### src/rtl/flop_share_arbiter.sv
`default_nettype none
// ============================================================================
// flop_share_arbiter : round-robin owner/sequencer for one shared flipflop reg
// Revision 1.0
// ============================================================================
module flop_share_arbiter #(
  parameter int N_REQ       = 4,
  parameter int WIDTH       = 8,
  parameter int INIT_CYCLES = 3,
  parameter int HOLD_CYCLES = 2
) (
  input  logic                   clk,
  input  logic                   reset,
  input  logic [N_REQ-1:0]       req,
  input  logic [N_REQ*WIDTH-1:0] din,
  output logic [N_REQ-1:0]       gnt,
  output logic [N_REQ-1:0]       done,
  output logic [WIDTH-1:0]       rdata,
  output logic                   busy,
  output logic [WIDTH-1:0]       qin,
  output logic                   ff_reset,
  input  logic [WIDTH-1:0]       qout
);

  localparam int IW  = (N_REQ > 1) ? $clog2(N_REQ) : 1;
  localparam int ICW = $clog2(INIT_CYCLES + 1);
  localparam int HCW = $clog2(HOLD_CYCLES + 1);

  typedef enum logic [2:0] {
    S_INIT = 3'd0,
    S_IDLE = 3'd1,
    S_LOAD = 3'd2,
    S_CAPT = 3'd3,
    S_HOLD = 3'd4
  } state_t;

  state_t           r_state;
  logic [IW-1:0]    r_ptr;
  logic [IW-1:0]    r_own;
  logic [ICW-1:0]   r_icnt;
  logic [HCW-1:0]   r_hcnt;
  logic [IW-1:0]    w_win;
  logic [IW-1:0]    w_idx;
  logic             w_found;
  logic             w_own_req;
  logic [N_REQ-1:0] w_own_hot;
  logic [WIDTH-1:0] w_din [N_REQ];

  for (genvar i = 0; i < N_REQ; i++) begin : g_unpack
    assign w_din[i] = din[i*WIDTH +: WIDTH];
  end

  // Scan starts just after the previous winner, so it has lowest priority.
  always_comb begin
    w_win   = '0;
    w_idx   = '0;
    w_found = 1'b0;
    for (int k = 1; k <= N_REQ; k++) begin
      w_idx = IW'((int'(r_ptr) + k) % N_REQ);
      if (!w_found && req[w_idx]) begin
        w_found = 1'b1;
        w_win   = w_idx;
      end
    end
  end

  assign w_own_req = req[r_own];
  assign w_own_hot = N_REQ'(1) << r_own;

  always_ff @(posedge clk or negedge reset) begin
    if (!reset) begin
      r_state  <= S_INIT;
      r_ptr    <= IW'(N_REQ - 1);
      r_own    <= '0;
      r_icnt   <= '0;
      r_hcnt   <= '0;
      gnt      <= '0;
      done     <= '0;
      rdata    <= '0;
      qin      <= '0;
      busy     <= 1'b1;
      ff_reset <= 1'b1;
    end else begin
      done <= '0;
      case (r_state)
        S_INIT: begin
          if (r_icnt == ICW'(INIT_CYCLES - 1)) begin
            ff_reset <= 1'b0;
            busy     <= 1'b0;
            r_state  <= S_IDLE;
          end else begin
            r_icnt <= r_icnt + ICW'(1);
          end
        end
        S_IDLE: begin
          if (w_found) begin
            gnt     <= N_REQ'(1) << w_win;
            r_own   <= w_win;
            busy    <= 1'b1;
            r_state <= S_LOAD;
          end
        end
        S_LOAD: begin
          if (!w_own_req) begin
            gnt     <= '0;
            r_ptr   <= r_own;
            busy    <= 1'b0;
            r_state <= S_IDLE;
          end else begin
            qin     <= w_din[r_own];
            r_state <= S_CAPT;
          end
        end
        S_CAPT: begin
          if (!w_own_req) begin
            gnt     <= '0;
            r_ptr   <= r_own;
            busy    <= 1'b0;
            r_state <= S_IDLE;
          end else begin
            r_hcnt  <= '0;
            r_state <= S_HOLD;
          end
        end
        S_HOLD: begin
          // Completion takes precedence over a request drop on the final cycle.
          if (r_hcnt == HCW'(HOLD_CYCLES - 1)) begin
            rdata   <= qout;
            done    <= w_own_hot;
            gnt     <= '0;
            r_ptr   <= r_own;
            busy    <= 1'b0;
            r_state <= S_IDLE;
          end else if (!w_own_req) begin
            gnt     <= '0;
            r_ptr   <= r_own;
            busy    <= 1'b0;
            r_state <= S_IDLE;
          end else begin
            rdata  <= qout;
            r_hcnt <= r_hcnt + HCW'(1);
          end
        end
        default: begin
          gnt     <= '0;
          busy    <= 1'b0;
          r_state <= S_IDLE;
        end
      endcase
    end
  end

endmodule
`default_nettype wire

### config.mk
export PLATFORM = sky130hd
export DESIGN_NAME = flop_share_arbiter
export DESIGN_NICKNAME = d
export VERILOG_FILES = /design/src/rtl/flop_share_arbiter.sv
export SDC_FILE = /design/constraint.sdc
export NUM_CORES = 1
export LEC_CHECK = 0
export BUFFER_PORTS_ARGS = -buffer_cell sky130_fd_sc_hd__buf_2
export CORE_UTILIZATION = 30
export CTS_CLUSTER_SIZE = 30
export DETAILED_ROUTE_END_ITERATION = 8
export GPL_ROUTABILITY_DRIVEN = 1
export PLACE_DENSITY_LB_ADDON = 0.2
export SYNTH_ARGS = -nofsm -noshare
export SYNTH_HDL_FRONTEND = slang
export SYNTH_SLANG_ARGS = --single-unit
### constraint.sdc
create_clock -name clk -period 3.1 [get_ports clk]
set_input_delay 0.62 -clock clk [delete_from_list [all_inputs] [get_ports clk]]
set_output_delay 0.62 -clock clk [all_outputs]
set_load 0.005 [all_outputs]
### Yosys cells after proc, flatten, opt, wreduce, memory -nomap -nowiden

Index checks and enable logic that the tools add are counted.

| cells by class | value |
|---|---|
| shift-type cells | 2 |
| bitwise operators | 3 |
| mux-type cells | 48 |
| reduce and logical (&&, ||, !) cells | 20 |
| divide/modulo/power cells | 0 |
| order comparisons | 6 |
| add/subtract/negate cells | 6 |
| multiply operators | 0 |
| equal/unequal tests | 12 |

Operators by type and width:

| operator | number |
|---|---|
| two-way mux 8 bit | 4 |
| two-way mux 2 bit | 10 |
| two-way mux 4 bit | 5 |
| binary-select mux 8 bit (select 2 bit) | 1 |
| one-hot mux 4 bit (4 select lines) | 1 |
| < comparator 2 x 3 -> 1 bit (second input constant) | 5 |
| two-way mux 3 bit | 5 |
| one-hot mux 3 bit (5 select lines) | 1 |
| AND reduction 2 bit | 7 |
| two-way mux 1 bit | 13 |
| binary-select mux 1 bit (select 2 bit) | 5 |
| != test 2 bit (second input constant) | 5 |
| adder 2 x 1 -> 2 bit (second input constant) | 4 |
| one-hot mux 2 bit (2 select lines) | 2 |
| << shifter 1 x 2 -> 4 bit (first input constant) | 2 |
| == test 3 x 2 -> 1 bit (second input constant) | 2 |
| nonzero test 2 bit | 3 |
| adder 2 bit (second input constant) | 2 |
| one-hot mux 1 bit (4 select lines) | 1 |
| AND reduction 4 bit | 1 |
| == test 3 x 1 -> 1 bit (second input constant) | 1 |
| == test 3 bit (second input constant) | 1 |
| >= comparator 3 bit (second input constant) | 1 |
| logical AND 1 bit | 3 |
| other kinds (9) | 12 |

| word-level totals | value |
|---|---|
| logic and storage cells | 108 |
| bits in latches | 0 |
| bits in registers | 37 |
| ROM bits | 0 |
| output and inout bits | 26 |
| RAM bits | 0 |
| bits of input ports | 46 |
| memories kept | 0 |

### Depth between registers and ports, before layout

Gate-level depths: netlist (run 1).

| depth | value |
|---|---|
| depth in word-level cells | 16 |
| mapped depth | 6 |
| mapped depth without buffers | 6 |

### Worst setup path before layout (run 1)

Ideal clock, no wire load.

| timing path | value |
|---|---|
| kind | in2reg |
| start point | input req[3] |
| end point | register rdata[0] |
| setup time | 125 ps |
| data required time | 2,975 ps |
| buffers on the path | 1 |
| data arrival time | 1,795 ps |
| stages | 4 |
| slack | 1,180 ps |
| path through | mux4_2 > buf_6 > o21ai_4 > mux2_2 |

| between the ends | value |
|---|---|
| cells in the longest elaborated chain, start to end | 4 |

Ends and longest elaborated chain:

| what | RTL line | source |
|---|---|---|
| start, declared | 14 | `input logic [N_REQ-1:0] req,` |
| binary-select mux 1 bit (select 2 bit) | 67 | `assign w_own_req = req[r_own];` |
| two-way mux 1 bit (implied by the code) | 67 |  |
| nonzero test 2 bit (no source line) | n/a |  |
| AND reduction 2 bit (no source line) | n/a |  |
| end signal, assigned | 128 | `rdata <= qout;` |
| end signal, assigned | 140 | `rdata <= qout;` |
| end, declared | 18 | `output logic [WIDTH-1:0] rdata,` |

No other way between the ends. The select of a mux whose other input is x is not followed.
A chain may end at the register's enable or synchronous reset.

### Worst setup path in the final report (run 1)

| timing path | value |
|---|---|
| start point | register r_own[1] |
| end point | register rdata[0] |

| between the ends | value |
|---|---|
| cells in the longest elaborated chain, start to end | 4 |

Ends and longest elaborated chain:

| what | RTL line | source |
|---|---|---|
| start, declared | 39 | `logic [IW-1:0] r_own;` |
| start signal, assigned | 98 | `r_own <= w_win;` |
| binary-select mux 1 bit (select 2 bit) | 67 |  |
| two-way mux 1 bit (implied by the code) | 67 |  |
| nonzero test 2 bit (no source line) | n/a |  |
| AND reduction 2 bit (no source line) | n/a |  |

No other way between the ends. The select of a mux whose other input is x is not followed.

==> results of run 1 <==
[layout by cell type, fill, tap and decap left out, types with 2 or more instances in the layout]
master    synthesis  routed
nand2_1           6       6
mux4_2            8       8
nor3_1            2       2
nor2b_1           3       3
mux2_2           19      19
dfrtp_1          33      33
o21ai_0           4       4
nand3_1           3       3
o32ai_1           3       3
dfstp_2           4       4
buf_2             1      71
a21oi_1           2       2
clkbuf_8          0       5
a22o_1            2       2
nand3b_1          3       3
inv_1             9       9
nor2_1            7       7
o22ai_1           2       2
nand2b_1          4       4
clkbuf_1          5       2
ha_1              2       2
[synth_stat cells, types with 2 or more instances]
cell,number
nor3_1,2
mux4_2,8
inv_1,9
nand3_1,3
clkbuf_1,5
o32ai_1,3
dfstp_2,4
a21oi_1,2
nand2_1,6
mux2_2,19
dfrtp_1,33
ha_1,2
o21ai_0,4
nand2b_1,4
nand3b_1,3
o22ai_1,2
nor2_1,7
a22o_1,2
nor2b_1,3
[how the worst max path moves through the flow]
stage,startpoint,end,slack [ps],cells past startpoint
final,r_own[1]$_DFFE_PN0P_,rdata[0]$_DFFE_PN0P_,870,3
after global placement,r_own[1]$_DFFE_PN0P_,rdata[2]$_DFFE_PN0P_,900,3
after CTS,r_own[1]$_DFFE_PN0P_,rdata[0]$_DFFE_PN0P_,860,3
after detailed placement,r_own[1]$_DFFE_PN0P_,rdata[0]$_DFFE_PN0P_,860,3
after global routing,r_own[1]$_DFFE_PN0P_,rdata[0]$_DFFE_PN0P_,740,3
after floorplan,req[3],rdata[0]$_DFFE_PN0P_,1180,4
[area by class of cell]
| class | instances | area [µm²] |
|---|---|---|
| clock buffers | 7 | 76.32 |
| multi-input cells | 92 | 857.1 |
| clock inverters | 1 | 5.005 |
| inverters | 9 | 33.78 |
| well taps | 75 | 93.84 |
| flip-flops and latches | 37 | 930.9 |
| repair buffers | 72 | 362.8 |
| fillers | 596 | 3596 |
[cell families after synthesis]
logic type / count (synthesis) / synth area share (%)
AOI/OAI and AO/OA: 23 / 9.570
xor gates and xnor gates: 1 / 0.4718
adders and majority gates: 2 / 1.347
buffers and inverters: 16 / 3.706
DFF: 37 / 50.13
muxes: 29 / 23.18
and+or+nand+nor: 37 / 11.59
[flip-flops by register name, indices dropped and copies added (netlist names)]
register	flops
rdata	8
r_hcnt	2
qin	8
gnt	4
r_icnt	2
r_ptr	2
done	4
busy	1
r_own	2
r_state	3
ff_reset	1
[stage by stage]
stage	setup slack (ps)	hold slack, ps	utilization, %	std cells	instance area, µm²
6_report	873.6	422.0	39.62	293	2360
5_1_grt	744.1	472.2	39.62	293	2360
4_1_cts	857.2	457.8	39.62	293	2360
3_5_place_dp	859.6	447.8	38.26	285	2278
3_3_place_gp	902.5	446.8	38.26	285	2278
2_1_floorplan	1180	324.4	-	145	1857
[metal layers]
metal	vias up	part of all wire [%]	GRT usage [%]
met3	6	9.4	4.091
met5	-	0	0
met4	0	1.5	4.821
met2	58	46	21.10
met1	698	43	15.84
li1	679	-	-
[where the power goes]
group          switching [mW]  internal, mW  total [mW]  leakage (nW)
logic                   0.418         0.505       0.923         0.636
registers               0.144         0.686       0.831         0.461
clock network           0.161         0.158       0.319        0.0422
[worst max-delay path, stage by stage (launching register included)]
cell     delay [ps]
dfrtp_1         700
mux4_2          720
o21ai_4         320
mux2_2          370
==> flow_summary_export.csv, run 1 <==
group,metric,value,unit
worst_setup_path,end_kind,"flop",
cells_and_area,drive_above_1_share,52.75,%
power_and_ir_drop,p_per_area,878.1,nW/µm²
die,start_util,31.18,%
die,dieArea,6508,µm²
timing,max_slew_margin,46.29,%
cells_and_area,finalNetCount,265,
die,boundaryPins,72,
synthesis,seq_area_frac_synth,50.13,%
placed_design,portBuffers,71,
clock_tree,cts.sinks,37,
worst_setup_path,cp_max_fo,14,
placed_design,dpl.hpwl,2.931,mm
hold_path,min_path_type,"primary input to async pin",
routing,drt_iter0_drc,45,
global_routing,grt_max_degree,38,
synthesis,synth-edff-count,0,
die,die_y,80.67,µm
synthesis,avgSynthCellArea,12.81,µm²
power_and_ir_drop,leakagePower,1.139,nW
worst_setup_path,ff2ff_setup_slack,870,ps
worst_setup_path,arrival,2400,ps
global_routing,grt_overflow,0,
worst_setup_path,cp-start-kind,"flop",
worst_setup_path,path_class,"flop to flop",
global_routing,grt_pass1_wl,6.299,mm
routing,drtPass1Iterations,4,
synthesis,ys_ff_latch,37,
power_and_ir_drop,totalPowerFinal,2.072,mW
timing,setup_viol,0,
global_routing,antenna_found_initial,0,
worst_setup_path,r2r_start,"r_own[1]$_DFFE_PN0P_",
timing,worstMarginPinSlew,805.6,ps
routing,ant_nets,0,
clock_tree,cts_root_buffer,"clkbuf_8",
clock_tree,cts_hold_buf,0,
clock_tree,cts.repair.resized,0,
routing,drc,0,
die,fp.dieW,80.67,µm
placed_design,place.gp.congestion,0.7161,
global_routing,grt_pass1_vias,1315,
timing,slew_viol_final,0,
worst_setup_path,r2r_cells,3,
timing,fin_crit_sh,71.82,%
die,core,5956,µm²
cells_and_area,areaGrowthSynthToFinish,27.09,%
clock_tree,cts_inserted_buffers,5,
flow_run,drv_cap,0,
clock_tree,clk_pin_slew_worst_paths,70,ps
cells_and_area,diodes,0,
clock_tree,htreeDepth,2,
clock_tree,clk_path_buf_depth,2,
worst_setup_path,crit_required,3270,ps
synthesis,synth_ff_type,"dfrtp_1",
routing,viasPerCell,4.918,
timing,fmax,0.4492,GHz
status,status,"completed",
die,fp-row-count,28,
clock_tree,clk_latency,280,ps
synthesis,synth_top_area_share,44.47,%
synthesis,synth.largest_area_cell,"dfrtp_1",
synthesis,synth_area_leaders,"dfrtp_1 (44%), mux2_2 (12%), mux4_2 (9.7%)",
synthesis,ys_async_sr_fraction,100.0,%
routing,vias,1441,
timing,fin_setup_tns,0,ps
clock_tree,cts_setup_buffers,0,
clock_tree,cts_tree,"yes",
timing,min_period,2226,ps
timing,hold_viol,0,
synthesis,ys_types,43,
synthesis,synthesis.nets,193,
synthesis,yosysWarnings,0,
routing,routedWlPerCell,13.30,µm
timing,clock_skew,4.479,ps
routing,routed_wl,3.898,mm
synthesis,syn_inst,145,
timing,rsz0062_at_grt,"false",
power_and_ir_drop,peakVddDrop,0.0002912,V
worst_setup_path,rr_endpoint,"rdata[0]$_DFFE_PN0P_",
global_routing,grt_usage,12.93,%
synthesis,syn_area,1857,µm²
(Power assumes the default switching activity.)
==> run 2: changes to the inputs <==
==> constraint.sdc (replaced) <==
create_clock -name clk -period 1.9 [get_ports clk]
set_input_delay 0.38 -clock clk [delete_from_list [all_inputs] [get_ports clk]]
set_output_delay 0.38 -clock clk [all_outputs]
set_load 0.005 [all_outputs]
==> run 2 against run 1 <==
First-iteration DRC count is 4.4% higher. Via count is 0.90% higher. Sequential share of layout area is 2.0 points lower. Register-to-register slack worse by 770 ps. Wire length is 1.3% higher. Largest cell class unchanged. Global-route usage is 0.16 points higher. Highest routed layer unchanged. Clock skew is 4.3 ps higher.
==> flow_summary_export.csv, run 2 (same netlist as run 1, synthesis figures left out) <==
group,metric,value,unit
status,status,"completed",
cells_and_area,instances_no_fill,305,
global_routing,grt_overflow,0,
timing,clock_skew,8.819,ps
clock_tree,clk_latency,280,ps
routing,routed_wl,3.950,mm
power_and_ir_drop,peakVddDrop,0.0005368,V
worst_setup_path,cp_max_fo,8,
placed_design,portBuffers,71,
timing,min_period,1793,ps
cells_and_area,areaGrowthSynthToFinish,34.03,%
worst_setup_path,cpLargestDelayFamily,"multiplexers",
worst_setup_path,path_class,"flop to flop",
die,boundaryPins,72,
clock_tree,cts_setup_buffers,0,
timing,rsz0062_at_grt,"false",
cells_and_area,fillCellCount,578,
cells_and_area,top_regs,"qin x8, rdata x8",
routing,ant_nets,0,
cells_and_area,drive_above_1_share,55.65,%
timing,worstMarginPinSlew,371.8,ps
placed_design,place.gp.congestion,0.7883,
hold_path,min_path_type,"primary input to async pin",
worst_setup_path,crit_required,2060,ps
cells_and_area,multi_input_area,857.1,µm²
clock_tree,cts_inserted_buffers,5,
cells_and_area,mostFrequentLayoutCells,"buf_2 (71), dfrtp_1 (33), mux2_2 (19), buf_4 (12), inv_1 (9)",
global_routing,grt_usage,13.09,%
global_routing,antenna_found_initial,0,
worst_setup_path,arrival,1960,ps
worst_setup_path,end_kind,"flop",
worst_setup_path,r2r_cells,3,
placed_design,postPlaceCellArea,2381,µm²
clock_tree,clk_pin_slew_worst_paths,70,ps
clock_tree,cts_tree,"yes",
die,fp.dieW,80.67,µm
worst_setup_path,slowest_stage,"mux4_2",
routing,drc,0,
worst_setup_path,r2r_start,"r_own[1]$_DFFE_PN0P_",
worst_setup_path,cpPeakStageDelay,620,ps
timing,slew_viol_final,0,
timing,fin_setup_tns,0,ps
worst_setup_path,path_cells,"mux4_2 -> o21ai_4 -> mux2_2",
timing,setup_viol,0,
flow_run,drv_cap,0,
worst_setup_path,cp-start-kind,"flop",
die,die_y,80.67,µm
die,dieArea,6508,µm²
routing,drtPass1Iterations,4,
routing,vias,1454,
worst_setup_path,rr_endpoint,"rdata[0]$_DFFE_PN0P_",
routing,routedWlPerCell,12.95,µm
timing,fin_crit_sh,94.37,%
global_routing,grt_max_degree,38,
clock_tree,cts_hold_buf,0,
timing,fmax,0.5577,GHz
power_and_ir_drop,p_per_area,1456,nW/µm²
clock_tree,clk_path_buf_depth,2,
cells_and_area,diodes,0,
die,core,5956,µm²
global_routing,grt_pass1_vias,1453,
timing,hold_viol,0,
clock_tree,cts.repair.resized,0,
die,fp-row-count,28,
worst_setup_path,ff2ff_setup_slack,110,ps
clock_tree,cts_root_buffer,"clkbuf_8",
timing,max_slew_margin,75.02,%
cells_and_area,seq_area,930.9,µm²
cells_and_area,design_area,2489,µm²
routing,viasPerCell,4.767,
cells_and_area,final_common_cell,"buf_2",
clock_tree,htreeDepth,2,
routing,drt_iter0_drc,47,
cells_and_area,finalNetCount,277,
worst_setup_path,path_buf_inv,0,
placed_design,dp_cells,297,
global_routing,grt_pass1_wl,6.354,mm
die,start_util,31.18,%
placed_design,dpl.hpwl,3.001,mm
clock_tree,cts.sinks,37,
power_and_ir_drop,leakagePower,1.216,nW
## run 2: cell count changes in the layout (fill, tap and decap cells not counted)
cell,delta
buf_12,+1
buf_4,+11
clkbuf_1,-1
bufinv_16,+1
## run 2: power by group
part	total, mW	switching [mW]	internal, mW
Sequential	1.31	0.193	1.12
Clock	0.654	0.264	0.389
Combinational	1.66	0.741	0.916
Total	3.62	1.20	2.43
## run 2: how the worst max path moves through the flow
stage                              start                    to  slack [ps]  cells past startpoint
floorplan           r_own[1]$_DFFE_PN0P_  rdata[0]$_DFFE_PN0P_         140                      4
global placement                  req[3]  rdata[0]$_DFFE_PN0P_          20                      4
detailed placement                req[3]  rdata[4]$_DFFE_PN0P_          10                      4
CTS                 r_own[1]$_DFFE_PN0P_  rdata[0]$_DFFE_PN0P_          80                      3
global route        r_own[1]$_DFFE_PN0P_  rdata[0]$_DFFE_PN0P_          30                      3
finish              r_own[1]$_DFFE_PN0P_  rdata[0]$_DFFE_PN0P_         110                      3
## run 2: routing by layer
metal / up-vias / share of wire [%] / routed length (µm) / track usage, %
met5: - / 0 / 0 / 0
met2: 55 / 49 / 1954 / 23.39
met1: 691 / 42 / 1645 / 14.83
met4: 0 / 0.86 / 34 / 4.821
li1: 703 / - / - / -
met3: 5 / 8.0 / 316 / 3.409
## run 2: layout make-up
class                      instances  share of cell area (%)
sequential                        37                   37.41
multi-input combinational         92                   34.44
timing repair buffer              84                   18.70
tap                               75                   3.771
clock buffer                       6                   2.916
clock inverter                     2                   1.408
inverter                           9                   1.357
## run 2: metrics by stage
| stage | hold WS (ps) | worst slack [ps] | power [mW] | utilization [%] |
|---|---|---|---|---|
| after detailed placement | 360.3 | 12.75 | 3.013 | 39.98 |
| after CTS | 48.23 | 77.01 | 3.691 | 41.79 |
| final | 47.45 | 107.0 | 3.624 | 41.79 |
| after floorplan | 84.41 | 137.1 | 2.451 | - |
| after global routing | 49.90 | 25.99 | 3.936 | 41.79 |
| after global placement | 368.6 | 18.32 | 3.003 | 39.98 |
==> run 3: changes to the inputs <==
==> constraint.sdc (replaced) <==
create_clock -name clk -period 1.9 [get_ports clk]
set_input_delay 0.19 -clock clk [delete_from_list [all_inputs] [get_ports clk]]
set_output_delay 0.19 -clock clk [all_outputs]
set_load 0.005 [all_outputs]
==> run 3 against run 2 <==
Non-clock buffer count fell by 7. Sequential power barely moved. Wire length fell by 2.8%. Worst setup slack improved by 30 ps.
==> flow_summary_export.csv, run 3 (same netlist as run 1, synthesis figures left out) <==
group,metric,value,unit
power_and_ir_drop,p_sw,1.192,mW
timing,fin_crit_sh,92.78,%
worst_setup_path,rr_endpoint,"rdata[6]$_DFFE_PN0P_",
cells_and_area,multi_input_area,857.1,µm²
clock_tree,cts_tree,"yes",
routing,drc,0,
routing,routedWlPerCell,12.88,µm
timing,setup_viol,0,
global_routing,grt_max_degree,38,
cells_and_area,finalNetCount,270,
worst_setup_path,crit_required,2070,ps
die,core,5956,µm²
global_routing,grt_pass1_vias,1404,
worst_setup_path,r2r_cells,3,
routing,drt_iter0_drc,71,
die,die_y,80.67,µm
die,fp-row-count,28,
routing,wl_met1,1.621,mm
cells_and_area,utilization,41.18,%
timing,clock_skew,6.769,ps
worst_setup_path,ff2ff_setup_slack,140,ps
placed_design,place.gp.congestion,0.7657,
routing,vias,1409,
flow_run,drv_cap,0,
cells_and_area,instances_no_fill,298,
routing,routed_wl,3.839,mm
die,dieArea,6508,µm²
worst_setup_path,path_class,"flop to flop",
die,fp.dieW,80.67,µm
power_and_ir_drop,p_int,2.496,mW
worst_setup_path,r2r_start,"r_own[1]$_DFFE_PN0P_",
global_routing,grt_usage,12.66,%
clock_tree,htreeDepth,2,
power_and_ir_drop,netSwitchingFraction,32.33,%
cells_and_area,areaGrowthSynthToFinish,32.08,%
placed_design,dp_cells,289,
cells_and_area,final_common_cell,"buf_2",
worst_setup_path,arrival,1940,ps
timing,worstMarginPinSlew,450.9,ps
power_and_ir_drop,combPwrFrac,43.0,%
clock_tree,clk_path_buf_depth,2,
cells_and_area,mostFrequentLayoutCells,"buf_2 (71), dfrtp_1 (33), mux2_2 (19), inv_1 (9), mux4_2 (8)",
timing,rsz0062_at_grt,"false",
clock_tree,clk_latency,290,ps
timing,min_period,1763,ps
hold_path,min_path_type,"primary input to flop",
clock_tree,cts.sinks,37,
clock_tree,clk_pin_slew_worst_paths,70,ps
clock_tree,cts_setup_buffers,0,
worst_setup_path,end_kind,"flop",
cells_and_area,fillCellCount,589,
cells_and_area,top_regs,"qin x8, rdata x8",
routing,top_layer,"met4",
routing,drtPass1Iterations,4,
power_and_ir_drop,p_per_area,1504,nW/µm²
worst_setup_path,cp-start-kind,"flop",
placed_design,portBuffers,71,
worst_setup_path,cp-endpoint,"rdata[6]$_DFFE_PN0P_",
cells_and_area,diodes,0,
timing,fin_setup_tns,0,ps
routing,ant_nets,0,
power_and_ir_drop,peakVddDrop,0.0004603,V
power_and_ir_drop,clkPwrFrac,21.4,%
placed_design,dpl.hpwl,2.905,mm
die,start_util,31.18,%
global_routing,antenna_found_initial,0,
routing,dr_wl_met3,339,µm
power_and_ir_drop,leakagePower,1.189,nW
timing,hold_viol,0,
routing,met2WireLength,1.810,mm
routing,viasPerCell,4.728,
clock_tree,cts_root_buffer,"clkbuf_8",
timing,fmax,0.5673,GHz
cells_and_area,seq_area,930.9,µm²
status,status,"completed",
timing,slew_viol_final,0,
global_routing,grt_overflow,0,
power_and_ir_drop,pwr-share-seq,35.6,%
global_routing,grt_pass1_wl,6.113,mm
worst_setup_path,cp_max_fo,8,
worst_setup_path,crit_start,"r_own[1]$_DFFE_PN0P_",
cells_and_area,drive_above_1_share,54.26,%
clock_tree,cts_inserted_buffers,5,
die,boundaryPins,72,
timing,max_slew_margin,69.94,%
## run 3: cell types whose count changed in the layout (fill, tap and decap cells not counted), sizes merged
cell and change:
clkbuf -1, dlygate4sd3 +1, bufinv +1, buf -8
## run 3: area by class of cell
class                      instances  area share (%)
clock buffer                       5           2.806
sequential                        37           37.96
timing repair buffer              77           16.43
inverter                           9           1.378
multi-input combinational         92           34.95
tap                               75           3.827
clock inverter                     3           2.653
## run 3: power groups by stage
stage | clock network, mW | logic [mW] | registers [mW]
2_1_floorplan | 0 | 1.16 | 1.29
3_3_place_gp | 0 | 1.59 | 1.33
3_5_place_dp | 0 | 1.61 | 1.33
4_1_cts | 0.820 | 1.62 | 1.32
5_1_grt | 0.859 | 1.76 | 1.36
6_report | 0.790 | 1.59 | 1.31
## run 3: worst max-delay path, stage by stage, from the launching register on
cell     delay (ps)
dfrtp_1         360
mux4_2          610
o21ai_4         300
mux2_2          380
## run 3: worst min-delay path by stage
stage               startpoint                   end  slack [ps]  cells past startpoint
floorplan                reset     done[0]$_DFF_PN0_        -110                      0
global placement         reset    qin[3]$_DFFE_PN0P_         260                      2
detailed placement       reset    qin[3]$_DFFE_PN0P_         270                      2
CTS                    qout[4]  rdata[4]$_DFFE_PN0P_         120                      2
global route           qout[1]  rdata[1]$_DFFE_PN0P_         120                      2
finish                 qout[4]  rdata[4]$_DFFE_PN0P_         130                      2
## run 3: stage by stage
step	power, mW	instance area, µm²	setup slack (ps)	hold slack [ps]
2_1_floorplan	2.451	1857	137.1	-105.6
4_1_cts	3.759	2452	117.2	120.6
3_5_place_dp	2.947	2308	119.5	265.2
5_1_grt	3.984	2452	37.77	117.4
3_3_place_gp	2.919	2308	147.1	264.1
6_report	3.689	2452	137.1	130.0
## run 3: layer usage
metal  track usage [%]  vias up
met4             5.893        0
met3             4.091        6
met5                 0        -
met1             14.13      664
li1                  -      686
met2             21.69       53
## run 3: timing repair
action | in CTS | in global routing
endpoints found under the setup margin | 0 | 0
resized for setup | 0 | 0
hold endpoints to repair | 33 | 0
hold buffers | 1 | 0
